<file path="config.mk">
export PLATFORM = sky130hd
export DESIGN_NAME = predictor_stat_tracker_flat
export DESIGN_NICKNAME = d
export VERILOG_FILES = /design/src/rtl/predictor_stat_tracker_pkg.sv /design/src/rtl/predictor_stat_tracker_if.sv /design/src/rtl/predictor_stat_tracker_stat_trend_counter.sv /design/src/rtl/predictor_stat_tracker.sv /design/src/flat_wrapper.sv
export SDC_FILE = /design/constraint.sdc
export NUM_CORES = 1
export LEC_CHECK = 0
export CORE_MARGIN = 5
export CORE_UTILIZATION = 57
export CTS_CLUSTER_SIZE = 20
export DETAILED_ROUTE_END_ITERATION = 7
export DONT_BUFFER_PORTS = 1
export PLACE_DENSITY = 0.73
export SLEW_MARGIN = 5
export SYNTH_ARGS = -nofsm -noshare
export SYNTH_HDL_FRONTEND = slang
export SYNTH_SLANG_ARGS = --single-unit
</file>
<file path="constraint.sdc">
create_clock -name clk -period 3.7 [get_ports clk]
set_input_delay 0.925 -clock clk [delete_from_list [all_inputs] [get_ports clk]]
set_output_delay 0.925 -clock clk [all_outputs]
set_load 0.02 [all_outputs]
</file>
<file path="src/rtl/predictor_stat_tracker_pkg.sv">
// predictor_stat_tracker_pkg
// Shared definitions for the predictor statistics tracker:
//   - trend state codes (STRONG_BAD .. STRONG_GOOD) and their one-hot decodes
//   - the default accuracy counter width (must match the downstream arbiter)
//   - the in-flight queue entry layout {SP, LHP, GHP}
//   - decode_trend(): trend state -> one-hot decode
package predictor_stat_tracker_pkg;

  localparam int DEFAULT_STAT_COUNTER_WIDTH = 5;

  typedef enum logic [1:0] {
    STRONG_BAD  = 2'd0,
    WEAK_BAD    = 2'd1,
    WEAK_GOOD   = 2'd2,
    STRONG_GOOD = 2'd3
  } trend_t;

  localparam logic [3:0] TREND_DEC_STRONG_BAD  = 4'b0001;
  localparam logic [3:0] TREND_DEC_WEAK_BAD    = 4'b0010;
  localparam logic [3:0] TREND_DEC_WEAK_GOOD   = 4'b0100;
  localparam logic [3:0] TREND_DEC_STRONG_GOOD = 4'b1000;

  // One captured prediction: the three predictors' taken/not-taken guesses.
  typedef struct packed {
    logic sp;
    logic lhp;
    logic ghp;
  } pred_entry_t;

  function automatic logic [3:0] decode_trend(input trend_t t);
    logic [3:0] dec;
    case (t)
      STRONG_BAD:  dec = TREND_DEC_STRONG_BAD;
      WEAK_BAD:    dec = TREND_DEC_WEAK_BAD;
      WEAK_GOOD:   dec = TREND_DEC_WEAK_GOOD;
      STRONG_GOOD: dec = TREND_DEC_STRONG_GOOD;
      default:     dec = TREND_DEC_WEAK_GOOD;
    endcase
    return dec;
  endfunction

endpackage

</file>
<file path="src/rtl/predictor_stat_tracker_if.sv">
// predictor_stat_tracker_if
// Fetch/execute side handshake into the statistics tracker.
//   pred_valid / pred_ready        : capture of one prediction triple at fetch
//   SP/LHP/GHP_pred_in             : the three predictors' taken/not-taken guesses
//   resolve_valid / resolve_taken  : oldest in-flight branch resolved, actual outcome
//   flush                          : discard all wrong-path in-flight entries
// master = pipeline driving the tracker, slave = the tracker itself.
interface predictor_stat_tracker_if;

  logic pred_valid;
  logic pred_ready;
  logic SP_pred_in;
  logic LHP_pred_in;
  logic GHP_pred_in;
  logic resolve_valid;
  logic resolve_taken;
  logic flush;

  modport master (
    output pred_valid,
    output SP_pred_in,
    output LHP_pred_in,
    output GHP_pred_in,
    output resolve_valid,
    output resolve_taken,
    output flush,
    input  pred_ready
  );

  modport slave (
    input  pred_valid,
    input  SP_pred_in,
    input  LHP_pred_in,
    input  GHP_pred_in,
    input  resolve_valid,
    input  resolve_taken,
    input  flush,
    output pred_ready
  );

endinterface

</file>
<file path="src/rtl/predictor_stat_tracker_stat_trend_counter.sv">
// stat_trend_counter
// One predictor's accuracy bookkeeping: a saturating accuracy counter plus a
// 2-bit trend state machine. On update, a correct prediction adds 1 (saturating
// at 2^W-1) and moves the trend up; a wrong one subtracts WRONG_PENALTY
// (clamped at 0) and moves the trend down.
// Ports:
//   clk, rst      : clock, asynchronous active-high reset
//   update        : score one resolved prediction this cycle
//   correct       : that prediction matched the actual outcome
//   stat_count    : registered accuracy count
//   trend_decode  : registered one-hot trend
module stat_trend_counter
  import predictor_stat_tracker_pkg::*;
#(
  parameter int STAT_COUNTER_WIDTH = DEFAULT_STAT_COUNTER_WIDTH,
  parameter int WRONG_PENALTY      = 2
) (
  input  logic                          clk,
  input  logic                          rst,
  input  logic                          update,
  input  logic                          correct,
  output logic [STAT_COUNTER_WIDTH-1:0] stat_count,
  output logic [3:0]                    trend_decode
);

  localparam int W = STAT_COUNTER_WIDTH;

  typedef logic [W:0] wide_t;

  localparam wide_t CNT_MAX = {1'b0, {W{1'b1}}};
  localparam wide_t PENALTY = wide_t'(WRONG_PENALTY);
  localparam wide_t ONE     = wide_t'(1);

  logic [W-1:0] count_r;
  logic [W-1:0] count_next_s;
  wide_t        sum_s;
  wide_t        diff_s;
  trend_t       trend_r;
  trend_t       trend_next_s;
  logic [3:0]   decode_r;

  // Counter next value; arithmetic one bit wider so overflow/underflow is visible.
  always_comb begin
    sum_s        = {1'b0, count_r} + ONE;
    diff_s       = {1'b0, count_r} - PENALTY;
    count_next_s = count_r;
    if (update) begin
      if (correct) begin
        if (sum_s > CNT_MAX) begin
          count_next_s = CNT_MAX[W-1:0];
        end else begin
          count_next_s = sum_s[W-1:0];
        end
      end else begin
        // Top bit set means the subtraction went below zero.
        if (diff_s[W]) begin
          count_next_s = {W{1'b0}};
        end else begin
          count_next_s = diff_s[W-1:0];
        end
      end
    end else begin
      count_next_s = count_r;
    end
  end

  // Trend next state: step toward STRONG_GOOD on correct, STRONG_BAD on wrong.
  always_comb begin
    trend_next_s = trend_r;
    if (update) begin
      case (trend_r)
        STRONG_BAD:  trend_next_s = correct ? WEAK_BAD    : STRONG_BAD;
        WEAK_BAD:    trend_next_s = correct ? WEAK_GOOD   : STRONG_BAD;
        WEAK_GOOD:   trend_next_s = correct ? STRONG_GOOD : WEAK_BAD;
        STRONG_GOOD: trend_next_s = correct ? STRONG_GOOD : WEAK_GOOD;
        default:     trend_next_s = WEAK_GOOD;
      endcase
    end else begin
      trend_next_s = trend_r;
    end
  end

  // Trend state register.
  always_ff @(posedge clk or posedge rst) begin
    if (rst) begin
      trend_r <= WEAK_GOOD;
    end else begin
      trend_r <= trend_next_s;
    end
  end

  // Count and decoded trend registers; decode is registered from the next state
  // so trend_decode changes in the same cycle as trend_r.
  always_ff @(posedge clk or posedge rst) begin
    if (rst) begin
      count_r  <= {W{1'b0}};
      decode_r <= TREND_DEC_WEAK_GOOD;
    end else begin
      count_r  <= count_next_s;
      decode_r <= decode_trend(trend_next_s);
    end
  end

  assign stat_count   = count_r;
  assign trend_decode = decode_r;

endmodule

</file>
<file path="src/rtl/predictor_stat_tracker.sv">
// predictor_stat_tracker
// Produces per-predictor confidence inputs for the three-way branch prediction
// arbiter. Predictions {SP, LHP, GHP} are captured at fetch into an in-order
// in-flight queue; when the oldest branch resolves, its entry is popped and each
// predictor is scored by its own stat_trend_counter. A flush discards all
// in-flight entries but never touches the accumulated statistics.
// Ports:
//   clk, rst                 : clock, asynchronous active-high reset
//   bus (slave)              : prediction capture / resolve / flush handshake
//   SP/LHP/GHP_stat_count    : registered accuracy counts
//   SP/LHP/GHP_trend_decode  : registered one-hot trends
//   inflight_count           : registered queue occupancy
//   resolve_underflow        : registered one-cycle pulse, resolve on empty queue
module predictor_stat_tracker
  import predictor_stat_tracker_pkg::*;
#(
  parameter int STAT_COUNTER_WIDTH = DEFAULT_STAT_COUNTER_WIDTH,
  parameter int QUEUE_DEPTH        = 4,
  parameter int WRONG_PENALTY      = 2
) (
  input  logic                            clk,
  input  logic                            rst,
  predictor_stat_tracker_if.slave         bus,
  output logic [STAT_COUNTER_WIDTH-1:0]   SP_stat_count,
  output logic [STAT_COUNTER_WIDTH-1:0]   LHP_stat_count,
  output logic [STAT_COUNTER_WIDTH-1:0]   GHP_stat_count,
  output logic [3:0]                      SP_trend_decode,
  output logic [3:0]                      LHP_trend_decode,
  output logic [3:0]                      GHP_trend_decode,
  output logic [$clog2(QUEUE_DEPTH):0]    inflight_count,
  output logic                            resolve_underflow
);

  localparam int PTR_W = $clog2(QUEUE_DEPTH);
  localparam int OCC_W = PTR_W + 1;

  typedef logic [PTR_W-1:0] ptr_t;
  typedef logic [OCC_W-1:0] occ_t;

  localparam occ_t OCC_FULL = occ_t'(QUEUE_DEPTH);
  localparam occ_t OCC_ONE  = occ_t'(1);
  localparam ptr_t PTR_ONE  = ptr_t'(1);

  pred_entry_t queue_r [QUEUE_DEPTH];
  ptr_t        head_r;
  ptr_t        tail_r;
  occ_t        occ_r;
  ptr_t        head_next_s;
  ptr_t        tail_next_s;
  occ_t        occ_next_s;

  logic        empty_s;
  logic        full_s;
  logic        pop_s;
  logic        push_s;
  logic        ready_s;
  logic        underflow_r;
  pred_entry_t head_entry_s;
  pred_entry_t push_entry_s;

  assign empty_s = (occ_r == {OCC_W{1'b0}});
  assign full_s  = (occ_r == OCC_FULL);
  assign pop_s   = bus.resolve_valid & ~empty_s;
  // A pop in the same cycle frees the head slot, so a full queue can still
  // take a new entry while the oldest branch resolves.
  assign ready_s = ~full_s | pop_s;
  assign push_s  = bus.pred_valid & ready_s & ~bus.flush;

  assign bus.pred_ready = ready_s;

  assign head_entry_s = queue_r[head_r];
  assign push_entry_s = '{sp: bus.SP_pred_in, lhp: bus.LHP_pred_in, ghp: bus.GHP_pred_in};

  // Queue pointer/occupancy next state; flush wins after the head was scored.
  always_comb begin
    head_next_s = head_r;
    tail_next_s = tail_r;
    occ_next_s  = occ_r;
    if (bus.flush) begin
      head_next_s = {PTR_W{1'b0}};
      tail_next_s = {PTR_W{1'b0}};
      occ_next_s  = {OCC_W{1'b0}};
    end else begin
      if (pop_s) begin
        head_next_s = head_r + PTR_ONE;
      end else begin
        head_next_s = head_r;
      end
      if (push_s) begin
        tail_next_s = tail_r + PTR_ONE;
      end else begin
        tail_next_s = tail_r;
      end
      if (push_s && !pop_s) begin
        occ_next_s = occ_r + OCC_ONE;
      end else if (pop_s && !push_s) begin
        occ_next_s = occ_r - OCC_ONE;
      end else begin
        occ_next_s = occ_r;
      end
    end
  end

  // Queue pointer and occupancy registers.
  always_ff @(posedge clk or posedge rst) begin
    if (rst) begin
      head_r <= {PTR_W{1'b0}};
      tail_r <= {PTR_W{1'b0}};
      occ_r  <= {OCC_W{1'b0}};
    end else begin
      head_r <= head_next_s;
      tail_r <= tail_next_s;
      occ_r  <= occ_next_s;
    end
  end

  // Queue storage; a slot is written only on an accepted push.
  always_ff @(posedge clk or posedge rst) begin
    if (rst) begin
      for (int i = 0; i < QUEUE_DEPTH; i++) begin
        queue_r[i] <= '{sp: 1'b0, lhp: 1'b0, ghp: 1'b0};
      end
    end else if (push_s) begin
      queue_r[tail_r] <= push_entry_s;
    end else begin
      queue_r[tail_r] <= queue_r[tail_r];
    end
  end

  // Underflow pulse register: resolve seen with nothing in flight.
  always_ff @(posedge clk or posedge rst) begin
    if (rst) begin
      underflow_r <= 1'b0;
    end else begin
      underflow_r <= bus.resolve_valid & empty_s;
    end
  end

  assign inflight_count    = occ_r;
  assign resolve_underflow = underflow_r;

  stat_trend_counter #(
    .STAT_COUNTER_WIDTH (STAT_COUNTER_WIDTH),
    .WRONG_PENALTY      (WRONG_PENALTY)
  ) u_sp (
    .clk          (clk),
    .rst          (rst),
    .update       (pop_s),
    .correct      (~(head_entry_s.sp ^ bus.resolve_taken)),
    .stat_count   (SP_stat_count),
    .trend_decode (SP_trend_decode)
  );

  stat_trend_counter #(
    .STAT_COUNTER_WIDTH (STAT_COUNTER_WIDTH),
    .WRONG_PENALTY      (WRONG_PENALTY)
  ) u_lhp (
    .clk          (clk),
    .rst          (rst),
    .update       (pop_s),
    .correct      (~(head_entry_s.lhp ^ bus.resolve_taken)),
    .stat_count   (LHP_stat_count),
    .trend_decode (LHP_trend_decode)
  );

  stat_trend_counter #(
    .STAT_COUNTER_WIDTH (STAT_COUNTER_WIDTH),
    .WRONG_PENALTY      (WRONG_PENALTY)
  ) u_ghp (
    .clk          (clk),
    .rst          (rst),
    .update       (pop_s),
    .correct      (~(head_entry_s.ghp ^ bus.resolve_taken)),
    .stat_count   (GHP_stat_count),
    .trend_decode (GHP_trend_decode)
  );

endmodule

</file>
<file path="src/flat_wrapper.sv">
// flat-port wrapper written by rule: the top's interface ports become plain ports
module predictor_stat_tracker_flat import predictor_stat_tracker_pkg::*;
#(
  parameter int STAT_COUNTER_WIDTH = DEFAULT_STAT_COUNTER_WIDTH,
  parameter int QUEUE_DEPTH        = 4,
  parameter int WRONG_PENALTY      = 2
)
  (clk, rst, SP_stat_count, LHP_stat_count, GHP_stat_count, SP_trend_decode, LHP_trend_decode, GHP_trend_decode, inflight_count, resolve_underflow, bus_pred_valid, bus_SP_pred_in, bus_LHP_pred_in, bus_GHP_pred_in, bus_resolve_valid, bus_resolve_taken, bus_flush, bus_pred_ready);
  predictor_stat_tracker_if bus_i ();
  input  logic clk;
  input  logic rst;
  output logic [STAT_COUNTER_WIDTH-1:0] SP_stat_count;
  output logic [STAT_COUNTER_WIDTH-1:0] LHP_stat_count;
  output logic [STAT_COUNTER_WIDTH-1:0] GHP_stat_count;
  output logic [3:0] SP_trend_decode;
  output logic [3:0] LHP_trend_decode;
  output logic [3:0] GHP_trend_decode;
  output logic [$clog2(QUEUE_DEPTH):0] inflight_count;
  output logic resolve_underflow;
  input wire logic [$bits(bus_i.pred_valid)-1:0] bus_pred_valid;
  input wire logic [$bits(bus_i.SP_pred_in)-1:0] bus_SP_pred_in;
  input wire logic [$bits(bus_i.LHP_pred_in)-1:0] bus_LHP_pred_in;
  input wire logic [$bits(bus_i.GHP_pred_in)-1:0] bus_GHP_pred_in;
  input wire logic [$bits(bus_i.resolve_valid)-1:0] bus_resolve_valid;
  input wire logic [$bits(bus_i.resolve_taken)-1:0] bus_resolve_taken;
  input wire logic [$bits(bus_i.flush)-1:0] bus_flush;
  output wire logic [$bits(bus_i.pred_ready)-1:0] bus_pred_ready;
  assign bus_i.pred_valid = bus_pred_valid;
  assign bus_i.SP_pred_in = bus_SP_pred_in;
  assign bus_i.LHP_pred_in = bus_LHP_pred_in;
  assign bus_i.GHP_pred_in = bus_GHP_pred_in;
  assign bus_i.resolve_valid = bus_resolve_valid;
  assign bus_i.resolve_taken = bus_resolve_taken;
  assign bus_i.flush = bus_flush;
  assign bus_pred_ready = bus_i.pred_ready;
  predictor_stat_tracker #(.STAT_COUNTER_WIDTH(STAT_COUNTER_WIDTH), .QUEUE_DEPTH(QUEUE_DEPTH), .WRONG_PENALTY(WRONG_PENALTY)) u_core (.clk(clk), .rst(rst), .bus(bus_i), .SP_stat_count(SP_stat_count), .LHP_stat_count(LHP_stat_count), .GHP_stat_count(GHP_stat_count), .SP_trend_decode(SP_trend_decode), .LHP_trend_decode(LHP_trend_decode), .GHP_trend_decode(GHP_trend_decode), .inflight_count(inflight_count), .resolve_underflow(resolve_underflow));
endmodule
</file>
==> key figures, run 1 <==
Die
  • IO Pins: 41
  • Die Area: 7090 sq um
  • Die Wd: 84.2 um
  • DIE HEIGHT: 84.2 um
  • Placement Rows: 27
  • Initial Util: 57.7%
  • Placeable Area: 5440 sq um

Timing
  • Max-slew violations: 0
  • Fin crit share: 84.1%
  • Tmin final: 3110 ps
  • Setup Skew: 11.5 ps
  • Relative slew margins: 51.0%
  • Setup repair after global routing missed its margin: false
  • Final setup violation count: 0
  • Setup TNS: 0 ps
  • Fmax achieved: approximately 320 MHz
  • Final Worst Setup Slack: 587 ps
  • Final Hold Vio Count: 0
  • Worst-margin pin slew: between 700 and 800 ps

Logic synthesis
  • Netlist area before placement: 3140 sq um
  • Post-synthesis mux area share: under 10%
  • Largest cells by area after synthesis: dfrtp_1 37%, ha_1 5.2%, dfstp_2 5.0%
  • Synth Net Count: 341
  • Top cell type's share of synthesized area: a little under two fifths
  • Synth Warn #: 0
  • Post-Synth XOR/XNOR Area: under 10%
  • EDFF count, synth: 0
  • Synth Register Bits: 53
  • Seq/Total Area, Yosys: 42.5%
  • Largest family of logic cells by synthesized area: compound AO/OA/AOI/OAI gates
  • Commonest register cell after synthesis: dfrtp_1
  • Compound-Gate Fraction of Synth Area: 17.5%
  • Post-synthesis cell type count: 52
  • Synth Area in Adders: 5.82%
  • Simple-Gate Fraction of Synth Area: 15.4%
  • Syn Inst Count: between 300 and 400
  • Mean Syn Cell Area: 9.87 sq um
  • Async SR Flop Fraction: 100%
  • Cell taking the most area after synthesis: dfrtp_1

Drt
  • Vias: roughly 2.4k
  • Wire length per cell: 16.2 um
  • Pre-Repair DR Iteration Count: 4
  • Antenna-violating nets left: 0
  • DRT Wirelength: 6170 um
  • Iteration-0 DRC Markers: 127
  • Remaining DRCs: 0
  • Vias per Instance: 6.16

Clock tree
  • Sink Count: 53
  • # Post-CTS Setup Buffers: 0
  • Clk_lat worst skew: 300 ps
  • Cells resized by post-CTS repair: 0
  • Root buf cell: clkbuf_8
  • H-tree lvl count: 2
  • Hold_buf cts: 0
  • Clock Path Buffers: 2
  • Worst-path clk slew: around 100 ps
  • Cts bufs inserted: 5
  • CTS tree: built

Power and ir drop
  • Flop pwr share: 46.8%
  • PwrDens: 887 nW/um^2
  • Worst vdd ir: 0.353 mV
  • Clk pwr share: 14.1%
  • Sw Ratio: 44.6%
  • Power Internal: 1.61 mW
  • Sw power: 1.30 mW
  • Leakage: 1.39 nW
  • Combinational share of power: 39.1%

Global route
  • GRT Total Usage: between 10% and 20%
  • First-pass GRT wire length: 10700 um
  • Largest net degree at the start of global routing: approximately 40
  • Routing usage on met1: 22.9%
  • GRT Max-Usage Layer: met2
  • Initial antenna violation count: 0
  • GR Util met2: a little under a third
  • Number of global-route vias before repair: between 2k and 2.5k
  • Total gr overflow: 0
  • Met3 usage: 5.59%

Final layout
  • P&R area growth vs syn: 4.47%
  • Post-Route Utilization: 60.3%
  • Share of layout cells above drive strength 1: between 10% and 20%
  • Layout Cells excl Fill: 382
  • Final instance area: 3280 sq um
  • Diode count: 0
  • Layout Nets: ~330

Flow run
  • Max Cap Viol: 0

Critical path
  • Critical path type: reg -> reg
  • Critical path depth in cells: 8
  • CP Capture Type: register
  • Crit path launch type: register
  • CP Cell Sequence: nor4b_1 -> inv_1 -> nand2_1 -> nor3_1 -> fa_1 -> or4_1 -> and3b_1 -> nor3_1
  • R2r setup slk: 590 ps
  • CP max stage delay: 620 ps
  • Reg2reg path depth: 8
  • CP max stage cell: nor4b_1
  • Arrival time at the worst endpoint: 3340 ps
  • Data required, critical path: 3920 ps
  • WP buf/inv: 1
  • Max FO, Critical Path: 8
  • Most frequent CP cell: nor3_1
  • Family with the most delay on the worst path: simple AND/OR/NAND/NOR gates

Placed design
  • Dpl cell area: 3160 sq um
  • Detailed Place HPWL: 4270 um
  • Final weighted congestion in routability-driven placement: between 0.8 and 0.9
  • Post-placement worst setup slack: approximately 370 ps
  • Cells after DPL: ~370
  • IO buf count: 0

Hold path
  • Worst min-delay path category: reg -> reg
  • Hold Path Depth: 1

Run status
  • Outcome: finished clean
-- flip-flops by register name (all words and copies together), names as in the netlist --
| signal | flops |
|---|---|
| u_core.u_lhp.stat_count | 5 |
| u_core.u_sp.stat_count | 5 |
| u_core.queue_r | 12 |
| u_core.u_ghp.trend_r | 2 |
| u_core.head_r | 2 |
| u_core.tail_r | 2 |
| u_core.u_lhp.trend_decode | 4 |
| u_core.u_lhp.trend_r | 2 |
| u_core.u_sp.trend_decode | 4 |
| u_core.u_ghp.trend_decode | 4 |
| u_core.resolve_underflow | 1 |
| u_core.inflight_count | 3 |
| u_core.u_sp.trend_r | 2 |
| u_core.u_ghp.stat_count | 5 |
-- power groups by stage --
stage | combinational [mW] | sequential [mW] | clock (mW)
after floorplan | 1.09 | 1.22 | 0
after global placement | 1.10 | 1.36 | 0
after detailed placement | 1.14 | 1.38 | 0
after CTS | 1.14 | 1.37 | 0.426
after global routing | 1.30 | 1.41 | 0.450
final | 1.14 | 1.36 | 0.409
-- logic make-up (layout without fill, tap and decap cells) --
family / count (synthesis) / in the layout
AO/OA/AOI/OAI: 84 / 84
adder cells (fa/ha/maj): 14 / 14
AND/OR/NAND/NOR: 97 / 97
multiplexers: 18 / 18
buffers and inverters: 42 / 34
flip-flops: 53 / 53
XOR/XNOR: 10 / 10
-- cell usage in the layout, fill, tap and decap left out, drive strengths merged, types with 3 or more instances in the layout --
| cell type | n |
|---|---|
| nand4 | 4 |
| mux2i | 9 |
| xnor2 | 8 |
| nor3b | 5 |
| clkbuf | 7 |
| nor4b | 3 |
| nand2 | 17 |
| mux4 | 6 |
| dfstp | 6 |
| o31ai | 4 |
| dfrtp | 47 |
| nor3 | 10 |
| o22ai | 3 |
| a21oi | 22 |
| o21ai | 23 |
| nor2 | 32 |
| mux2 | 3 |
| nand3 | 7 |
| and3 | 3 |
| o211ai | 5 |
| a31oi | 6 |
| buf | 3 |
| inv | 23 |
| ha | 13 |
| or3 | 8 |
| a21boi | 4 |
-- final timing paths --
path	start	to
max	u_core.inflight_count[0]	u_core.inflight_count[2]
max in group asynchronous	rst	u_core.u_ghp.trend_r[1]
min	u_core.u_lhp.trend_r[0]	u_core.u_lhp.trend_decode[2]
max reg2reg	u_core.inflight_count[0]	u_core.inflight_count[2]
min in group asynchronous	rst	u_core.inflight_count[0]
min reg2reg	u_core.u_lhp.trend_r[0]	u_core.u_lhp.trend_decode[2]
-- worst reg2reg max path, cell delays in order (launching register included) --
cell and delay [ps]:
dfrtp_1 550, nor4b_1 620, inv_1 300, nand2_1 200, nor3_1 80, fa_1 400, or4_1 540, and3b_1 200
nor3_1 160
-- Yosys cell counts, drive strengths merged (8+ instances only) --
cell and count:
dfrtp 47, nor2 32, inv 23, o21ai 23, a21oi 22, nand2 17
ha 13, clkbuf 12, nor3 10, mux2i 9, or3 8, xnor2 8
-- layout make-up --
class | instances | area, sq um
inverter | 23 | 86.3
sequential | 53 | 1330
timing repair buffer | 3 | 22.5
clock buffer | 7 | 86.3
clock inverter | 1 | 30.0
fill | 463 | 2160
tap | 72 | 90.1
multi-input combinational | 223 | 1630
-- stage by stage --
stage	power [mW]	hold WS, ps
finish	2.91	508
global placement	2.46	474
floorplan	2.31	452
CTS	2.93	511
global route	3.16	549
detailed placement	2.52	496
-- metal layers --
layer | vias to the layer above | routed length, um
met3 | 2 | 402
met4 | 0 | 29
met1 | 1172 | 2530
met2 | 54 | 3210
met5 | - | 0
li1 | 1124 | -
No activity file was read; power rests on OpenSTA's default activity.
==> run 2, diff against run 1 <==
clock period = 3.02 ns   (was 3.7 ns; I/O delays follow)
==> key figures, run 2 (synthesis results as in run 1) <==
Run status
  • Outcome: finished clean

Placed design
  • IO buf count: 0 (unchanged)
  • Dpl cell area: 3210 sq um (+1.7%)
  • Final weighted congestion in routability-driven placement: 0.830 (+2.6%)
  • Detailed Place HPWL: 4240 um (-0.66%)
  • Post-placement worst setup slack: 279 ps (-95.9 ps)

Die
  • IO Pins: 41 (unchanged)
  • Die Wd: 84.2 um (unchanged)
  • Placeable Area: 5440 sq um (unchanged)
  • Initial Util: 57.7% (unchanged)
  • DIE HEIGHT: 84.2 um (unchanged)
  • Placement Rows: 27 (unchanged)
  • Die Area: 7090 sq um (unchanged)

Critical path
  • Reg2reg path depth: 8 (unchanged)
  • Arrival time at the worst endpoint: 2640 ps (-700 ps)
  • R2R Path Start: u_core.inflight_count[0]
  • Crit path launch type: input pin
  • Reg2Reg Capture Point: u_core.inflight_count[2]
  • R2r setup slk: 620 ps (+30 ps)
  • Data required, critical path: 3250 ps (-670 ps)
  • Critical path type: in -> reg
  • CP Capture Type: register
  • Max FO, Critical Path: 5 (-3)

Drt
  • Iteration-0 DRC Markers: 116 (-8.7%)
  • Pre-Repair DR Iteration Count: 5 (+1)
  • Vias: 2299 (-2.3%)
  • DRT Wirelength: 5940 um (-3.7%)
  • Remaining DRCs: 0 (unchanged)
  • Wire length per cell: 15.3 um (-5.5%)
  • Antenna-violating nets left: 0 (unchanged)
  • Vias per Instance: 5.91 (-4.0%)

Global route
  • First-pass GRT wire length: 10300 um (-3.9%)
  • Initial antenna violation count: 0 (unchanged)
  • Largest net degree at the start of global routing: 41 (unchanged)
  • Number of global-route vias before repair: 2196 (-3.1%)
  • GRT Total Usage: 17.7% (-0.53 points)
  • Total gr overflow: 0 (unchanged)

Timing
  • Fin crit share: 79.8%
  • Setup TNS: 0 ps (unchanged)
  • Final Worst Setup Slack: 610 ps (+23.2 ps)
  • Setup repair after global routing missed its margin: false
  • Fmax achieved: 415 MHz
  • Worst-margin pin slew: 737 ps (+2.33 ps)
  • Tmin final: 2410 ps
  • Final Hold Vio Count: 0 (unchanged)
  • Max-slew violations: 0 (unchanged)
  • Final setup violation count: 0 (unchanged)
  • Setup Skew: 5.79 ps (-5.74 ps)
  • Relative slew margins: 50.9% (-0.084 points)

Power and ir drop
  • Leakage: 1.42 nW (+2.2%)
  • PwrDens: 1060 nW/um^2 (+20%)
  • Tot Pwr: 3.52 mW (+21%)
  • Worst vdd ir: 0.437 mV (+24%)

Final layout
  • Share of layout cells above drive strength 1: 13.6% (+2.3 points)
  • Fill count: 470 (+1.5%)
  • Sequential standard cell area: 1330 sq um (unchanged)
  • Post-Route Utilization: 61.0% (+0.69 points)
  • Layout Nets: 339 (+2.1%)
  • P&R area growth vs syn: 5.66%
  • Largest Register: u_core.queue_r
  • Commonest non-fill, non-tap cell in the layout: dfrtp_1
  • Footprint of the multi-input gates: 1630 sq um (unchanged)
  • Diode count: 0 (unchanged)
  • Largest register FFs: 12 (unchanged)
  • Most frequent cells in the layout: 47 x dfrtp_1, 32 x nor2_1, 22 x o21ai_0, 22 x inv_1, 21 x a21oi_1
  • Final instance area: 3320 sq um (+1.1%)

Clock tree
  • Sink Count: 53 (unchanged)
  • Clock Path Buffers: 2 (unchanged)
  • # Post-CTS Setup Buffers: 0 (unchanged)
  • Clk_lat worst skew: 300 ps (about the same)
  • Cts bufs inserted: 5 (unchanged)
  • H-tree lvl count: 2 (unchanged)
  • Worst-path clk slew: 90 ps (about the same)
  • CTS tree: built
  • Root buf cell: clkbuf_8
  • Hold_buf cts: 0 (unchanged)
  • Cells resized by post-CTS repair: 0 (unchanged)

Hold path
  • Worst min-delay path category: in -> async

Flow run
  • Max Cap Viol: 0 (unchanged)
==> run 2: cell types whose count changed in the layout (fill, tap and decap cells not counted) <==
cell and change:
buf_4 +7, clkbuf_8 +1, bufinv_16 -1, clkbuf_1 -1
clkinv_2 +1
==> run 2: power by group <==
group	internal, mW	switching (mW)
Combinational	0.696	0.762
Sequential	1.04	0.591
Clock	0.208	0.227
Total	1.94	1.58
==> run 2: worst max-delay path, cell delays in order <==
cell     delay [ps]
nor4b_1         330
inv_1           100
nand2_1         130
nor3_1           70
fa_1            370
or4_1           520
and3b_1         200
nor3_1          150
==> run 2: how the worst max path moves through the flow <==
stage	depth (start not counted)	start	slack [ps]	end
finish	8	bus_resolve_valid	610	u_core.inflight_count[2]
global route	8	u_core.inflight_count[0]	390	u_core.inflight_count[2]
CTS	8	u_core.inflight_count[0]	590	u_core.inflight_count[2]
detailed placement	8	bus_resolve_valid	280	u_core.inflight_count[2]
global placement	8	bus_resolve_valid	330	u_core.inflight_count[2]
floorplan	8	bus_resolve_valid	70	u_core.inflight_count[2]
==> run 2: final cells by class <==
class                           count  share of cell area [%]
Multi-Input combinational cell    223                    49.1
Timing Repair Buffer               10                    2.26
Clock inverter                      1                   0.151
Clock buffer                        7                    2.91
Tap cell                           72                    2.72
Inverter                           23                    2.60
Sequential cell                    53                    40.2
==> run 2: metrics by stage <==
step           hold WS (ps)  std cells
2_1_floorplan           452        318
3_3_place_gp            474        381
3_5_place_dp            479        381
4_1_cts                 430        389
5_1_grt                 462        389
6_report                414        389
==> run 2: metal layers <==
metal	track usage (%)	wire length (um)
met4	6.73	27
met2	28.9	2940
met3	3.93	330
met5	0	0
met1	23.0	2650
==> run 3, diff against run 2 <==
clock period = 2.53 ns   (was 3.02 ns; I/O delays follow)
==> key figures, run 3 (synthesis results as in run 1) <==
Die
  • DIE HEIGHT: 84.2 um (unchanged)
  • Placement Rows: 27 (unchanged)
  • Placeable Area: 5440 sq um (unchanged)
  • Initial Util: 57.7% (unchanged)
  • Die Area: 7090 sq um (unchanged)
  • IO Pins: 41 (unchanged)
  • Die Wd: 84.2 um (unchanged)

Clock tree
  • Hold_buf cts: 0 (unchanged)
  • CTS tree: built
  • Cts bufs inserted: 5 (unchanged)
  • Clock Path Buffers: 2 (unchanged)
  • Root buf cell: clkbuf_8
  • Cells resized by post-CTS repair: 0 (unchanged)
  • Sink Count: 53 (unchanged)
  • Clk_lat worst skew: 310 ps (about the same)
  • Worst-path clk slew: 100 ps (about the same)
  • H-tree lvl count: 2 (unchanged)
  • # Post-CTS Setup Buffers: 0 (unchanged)

Critical path
  • Crit path launch type: register
  • Most frequent CP cell: nor3_1
  • CP max stage delay: 540 ps (+20 ps)
  • R2r setup slk: 200 ps (-420 ps)
  • Critical path type: reg -> reg
  • WP buf/inv: 1 (unchanged)
  • CP Cell Sequence: buf_4 -> o31a_1 -> nor3_1 -> fa_1 -> or4_1 -> and3b_1 -> nor3_1
  • Family with the most delay on the worst path: simple AND/OR/NAND/NOR gates
  • R2R Path Start: u_core.inflight_count[0]
  • Reg2Reg Capture Point: u_core.inflight_count[2]
  • Max FO, Critical Path: 7 (+2)
  • CP max stage cell: or4_1
  • Data required, critical path: 2760 ps (-490 ps)
  • CP Capture Type: register
  • Arrival time at the worst endpoint: 2560 ps (-80 ps)
  • Reg2reg path depth: 7 (-1)

Final layout
  • Layout Nets: 340 (+0.29%)
  • Share of layout cells above drive strength 1: 14.8% (+1.2 points)
  • Largest Register: u_core.queue_r
  • Diode count: 0 (unchanged)
  • Largest register FFs: 12 (unchanged)
  • Post-Route Utilization: 61.7% (+0.78 points)
  • Layout Cells excl Fill: 390 (+0.26%)
  • P&R area growth vs syn: 7.02%
  • Most frequent cells in the layout: 46 x dfrtp_1, 32 x nor2_1, 22 x o21ai_0
  • Fill count: 447 (-4.9%)
  • Footprint of the multi-input gates: 1640 sq um (+0.92%)
  • Commonest non-fill, non-tap cell in the layout: dfrtp_1
  • Sequential standard cell area: 1340 sq um (about the same)

Timing
  • Final setup violation count: 0 (unchanged)
  • Setup TNS: 0 ps (unchanged)
  • Fin crit share: 92.1%
  • Relative slew margins: 59.4% (+8.5 points)
  • Worst-margin pin slew: 604 ps (-133 ps)
  • Setup repair after global routing missed its margin: false
  • Max-slew violations: 0 (unchanged)
  • Setup Skew: 10.5 ps (+4.67 ps)
  • Tmin final: 2330 ps
  • Final Hold Vio Count: 0 (unchanged)
  • Fmax achieved: 429 MHz

Placed design
  • Cells after DPL: 382 (+0.26%)
  • IO buf count: 0 (unchanged)
  • Detailed Place HPWL: 4440 um (+4.6%)
  • Final weighted congestion in routability-driven placement: 0.785 (-5.4%)

Global route
  • Routing usage on met1: 22.4% (-0.62 points)
  • Number of global-route vias before repair: 2335 (+6.3%)
  • Total gr overflow: 0 (unchanged)
  • Initial antenna violation count: 0 (unchanged)
  • GR Util met2: 32.1% (+3.2 points)
  • GRT Total Usage: 18.5% (+0.80 points)
  • First-pass GRT wire length: 10800 um (+5.1%)
  • Largest net degree at the start of global routing: 37 (-9.8%)
  • Met3 usage: 5.10% (+1.2 points)
  • GRT Max-Usage Layer: met2

Power and ir drop
  • PwrDens: 1290 nW/um^2 (+21%)
  • Worst vdd ir: 0.611 mV (+40%)
  • Leakage: 1.43 nW (+0.69%)

Drt
  • DRT Wirelength: 6260 um (+5.4%)
  • Antenna-violating nets left: 0 (unchanged)
  • Wire length per cell: 16.1 um (+5.1%)
  • Iteration-0 DRC Markers: 178 (+53%)
  • Pre-Repair DR Iteration Count: 4 (-1)
  • Vias per Instance: 6.07 (+2.7%)
  • Vias: 2368 (+3.0%)
  • Remaining DRCs: 0 (unchanged)

Run status
  • Outcome: finished clean

Flow run
  • Max Cap Viol: 0 (unchanged)

Hold path
  • Worst min-delay path category: in -> async
run 3: worst max path at each step:
stage                                   from                        to  cells past startpoint
detailed placement         bus_resolve_valid  u_core.inflight_count[2]                      8
finish              u_core.inflight_count[0]  u_core.inflight_count[2]                      7
global placement           bus_resolve_valid  u_core.inflight_count[2]                      8
CTS                 u_core.inflight_count[2]  u_core.inflight_count[2]                      8
global route        u_core.inflight_count[2]  u_core.inflight_count[2]                      8
floorplan                  bus_resolve_valid  u_core.inflight_count[2]                      8
run 3: layout make-up:
class,count,share of cell area (%)
inverters,23,2.57
well taps,72,2.68
multi-input cells,223,49.0
repair buffers,11,2.46
clock inverters,2,1.12
clock buffers,6,2.46
flip-flops and latches,53,39.8
run 3: power breakdown:
group | leakage [nW] | internal, mW | switching [mW]
Sequential | 0.624 | 1.24 | 0.722
Clock | 0.0574 | 0.322 | 0.283
Combinational | 0.749 | 0.838 | 0.923
run 3: metrics by stage:
| stage | setup WS [ps] | power [mW] | hold slack, ps | instance area [sq um] |
|---|---|---|---|---|
| after CTS | 165 | 4.36 | 119 | 3360 |
| after global routing | 67.8 | 4.69 | 119 | 3360 |
| after global placement | 152 | 3.65 | 468 | 3240 |
| final | 201 | 4.33 | 122 | 3360 |
| after detailed placement | 38.0 | 3.74 | 471 | 3240 |
| after floorplan | 15.0 | 3.40 | 452 | 3170 |
run 3: routing by layer:
metal  up-vias  wire [um]  share of wire [%]
met1      1176       2670                 43
met4         0         74                1.2
met5         -          0                  0
met2        43       3160                 50
li1       1143          -                  -
met3         6        359                5.7
==> edit, RTL diff (config.mk and constraints of run 2) <==
Make the reset (`rst`) synchronous in 5 clocked blocks. Comments in the files are not updated.
--- a/src/rtl/predictor_stat_tracker_stat_trend_counter.sv
+++ b/src/rtl/predictor_stat_tracker_stat_trend_counter.sv
@@ -81,7 +81,7 @@
   end
 
   // Trend state register.
-  always_ff @(posedge clk or posedge rst) begin
+  always_ff @(posedge clk) begin
     if (rst) begin
       trend_r <= WEAK_GOOD;
     end else begin
@@ -91,7 +91,7 @@
 
   // Count and decoded trend registers; decode is registered from the next state
   // so trend_decode changes in the same cycle as trend_r.
-  always_ff @(posedge clk or posedge rst) begin
+  always_ff @(posedge clk) begin
     if (rst) begin
       count_r  <= {W{1'b0}};
       decode_r <= TREND_DEC_WEAK_GOOD;
--- a/src/rtl/predictor_stat_tracker.sv
+++ b/src/rtl/predictor_stat_tracker.sv
@@ -102,7 +102,7 @@
   end
 
   // Queue pointer and occupancy registers.
-  always_ff @(posedge clk or posedge rst) begin
+  always_ff @(posedge clk) begin
     if (rst) begin
       head_r <= {PTR_W{1'b0}};
       tail_r <= {PTR_W{1'b0}};
@@ -115,7 +115,7 @@
   end
 
   // Queue storage; a slot is written only on an accepted push.
-  always_ff @(posedge clk or posedge rst) begin
+  always_ff @(posedge clk) begin
     if (rst) begin
       for (int i = 0; i < QUEUE_DEPTH; i++) begin
         queue_r[i] <= '{sp: 1'b0, lhp: 1'b0, ghp: 1'b0};
@@ -128,7 +128,7 @@
   end
 
   // Underflow pulse register: resolve seen with nothing in flight.
-  always_ff @(posedge clk or posedge rst) begin
+  always_ff @(posedge clk) begin
     if (rst) begin
       underflow_r <= 1'b0;
     end else begin
Function: differs if rst is asserted again (counterexample within 4 cycles, from zero or initial values and one cycle with rst high); with rst held inactive, the same outputs for 4 cycles.
==> edit against run 2 <==
Clock skew shrank 0.00056 ns; cell area fell by 5.4%; sequential cell count up 2; critical path depth unchanged; routed wire length is 0.71% lower; first-iteration DRC count shrank 22%; setup slack got worse by 0.15 ns; synthesized area fell by 4.1%; highest routed layer unchanged.
Power is not compared: it rests on default switching activity, and its combinational part moved more than twofold at a synthesized area within 25%.
==> edit: results (changes against run 2) <==
INFO  worst_setup_path worst_ep_arrival_time=2.80ns [was 2.64 ns]
INFO  outcome        run_status=finished clean [unchanged]
INFO  final_layout   area.sequential=1220squm [was 1330 sq um]
INFO  grt            maximum_number_of_pins_on_one_net_before_global_route_repair=39 [was 41]
INFO  final_layout   fin_util=0.614 [was 0.610]
INFO  placement      detailed_place_hpwl=4070um [was 4240 um]
INFO  final_layout   layoutNonFillerInstCount=379 [was 389]
INFO  final_layout   clock_tree_area_fraction=0.0375 [was 0.0306]
INFO  logic_synthesis top_cell_types_by_occurrence_after_synthesis=sky130_fd_sc_hd__dfxtp_1, sky130_fd_sc_hd__nor2_1, sky130_fd_sc_hd__inv_1 [was sky130_fd_sc_hd__dfrtp_1, sky130_fd_sc_hd__nor2_1, sky130_fd_sc_hd__inv_1]
INFO  clocking       cts.sinks=55 [was 53]
INFO  hold_path      worstHoldPathType=input pin to flop [was input pin to async pin]
INFO  worst_setup_path timing.critical_path.slowest_cell_delay=0.58ns [was 0.52 ns]
INFO  final_layout   n_multi_input_combinational_cell=219 [was 223]
INFO  grt            global_route.usage.total=0.183 [was 0.177]
INFO  final_layout   n_all_buffers=4 [was 10]
INFO  grt            grt_first_pass_wirelength=9630um [was 10300 um]
INFO  logic_synthesis avgSynthCellArea=9.41squm [was 9.87 sq um]
INFO  route          drtPass1Iterations=4 [was 5]
INFO  placement      place.gp.congestion=0.780 [was 0.830]
INFO  logic_synthesis synthTopCellsByArea=sky130_fd_sc_hd__dfxtp_1, sky130_fd_sc_hd__edfxtp_1, sky130_fd_sc_hd__ha_1, sky130_fd_sc_hd__nor2_1, sky130_fd_sc_hd__inv_1 [was sky130_fd_sc_hd__dfrtp_1, sky130_fd_sc_hd__ha_1, sky130_fd_sc_hd__dfstp_2, sky130_fd_sc_hd__mux4_2, sky130_fd_sc_hd__nor2_1]
INFO  placement      pre_cts_ws=0.401ns [was 0.279 ns]
INFO  final_layout   layout.nets=328 [was 339]
INFO  logic_synthesis synthDistinctLibCells=60 [was 52]
INFO  logic_synthesis number_of_synthesized_flops_with_an_enable_pin=12 [was 0]
INFO  final_layout   nFillCells=452 [was 470]
INFO  route          first_iter_violations=91 [was 116]
INFO  worst_setup_path highest_delay_cell_along_the_critical_path=sky130_fd_sc_hd__dfxtp_1 [was sky130_fd_sc_hd__or4_1]
INFO  timing         clock_skew=0.00524ns [was 0.00579 ns]
INFO  timing         tightestPinTransition=0.641ns [was 0.737 ns]
INFO  logic_synthesis mappedNetlistNets=340 [was 341]
INFO  worst_setup_path cp_max_fo=6 [was 5]
INFO  route          drt-vias-per-instance=6.00 [was 5.91]
INFO  placement      dp_cells=371 [was 381]
-- edit: cell types whose count changed after synthesis, moves of 7 or more --
cell,delta
sky130_fd_sc_hd__dfrtp_1,-47
sky130_fd_sc_hd__dfxtp_1,+43
sky130_fd_sc_hd__edfxtp_1,+12
sky130_fd_sc_hd__a21oi_1,-11
sky130_fd_sc_hd__nor2_1,-9
sky130_fd_sc_hd__and3_1,+7
-- edit: power by group --
part / leakage (nW) / switching [mW] / internal [mW] / total [mW]
Sequential: 0.475 / 0.127 / 0.817 / 0.944
Combinational: 0.657 / 0.173 / 0.144 / 0.317
Clock: 0.0612 / 0.230 / 0.268 / 0.498
-- edit: per-layer routing --
metal,global-route usage,part of all wire,vias up
li1,-,-,1131
met5,0,0,-
met1,0.217,0.43,1096
met2,0.316,0.50,44
met4,0.0654,0.011,0
met3,0.0499,0.056,4
-- edit: path summary, 6_finish.rpt --
check / from / to / slack [ns]
worst min register to register: u_core.u_ghp.trend_r[0]$_SDFF_PP0_ / u_core.u_ghp.trend_r[0]$_SDFF_PP0_ / 0.56
worst max-delay path: u_core.inflight_count[0]$_SDFFE_PP0P_ / u_core.inflight_count[2]$_SDFFE_PP0P_ / 0.46
worst max register to register: u_core.inflight_count[0]$_SDFFE_PP0P_ / u_core.inflight_count[2]$_SDFFE_PP0P_ / 0.46
worst min-delay path: rst / u_core.u_lhp.trend_r[0]$_SDFF_PP0_ / 0.51
-- edit: kinds of logic after synthesis --
group,synth area share
xor gates and xnor gates,0.0607
adders and majority gates,0.0482
buffers and inverters,0.0653
muxes,0.0357
and+or+nand+nor,0.218
DFF,0.406
AOI/OAI and AO/OA,0.166
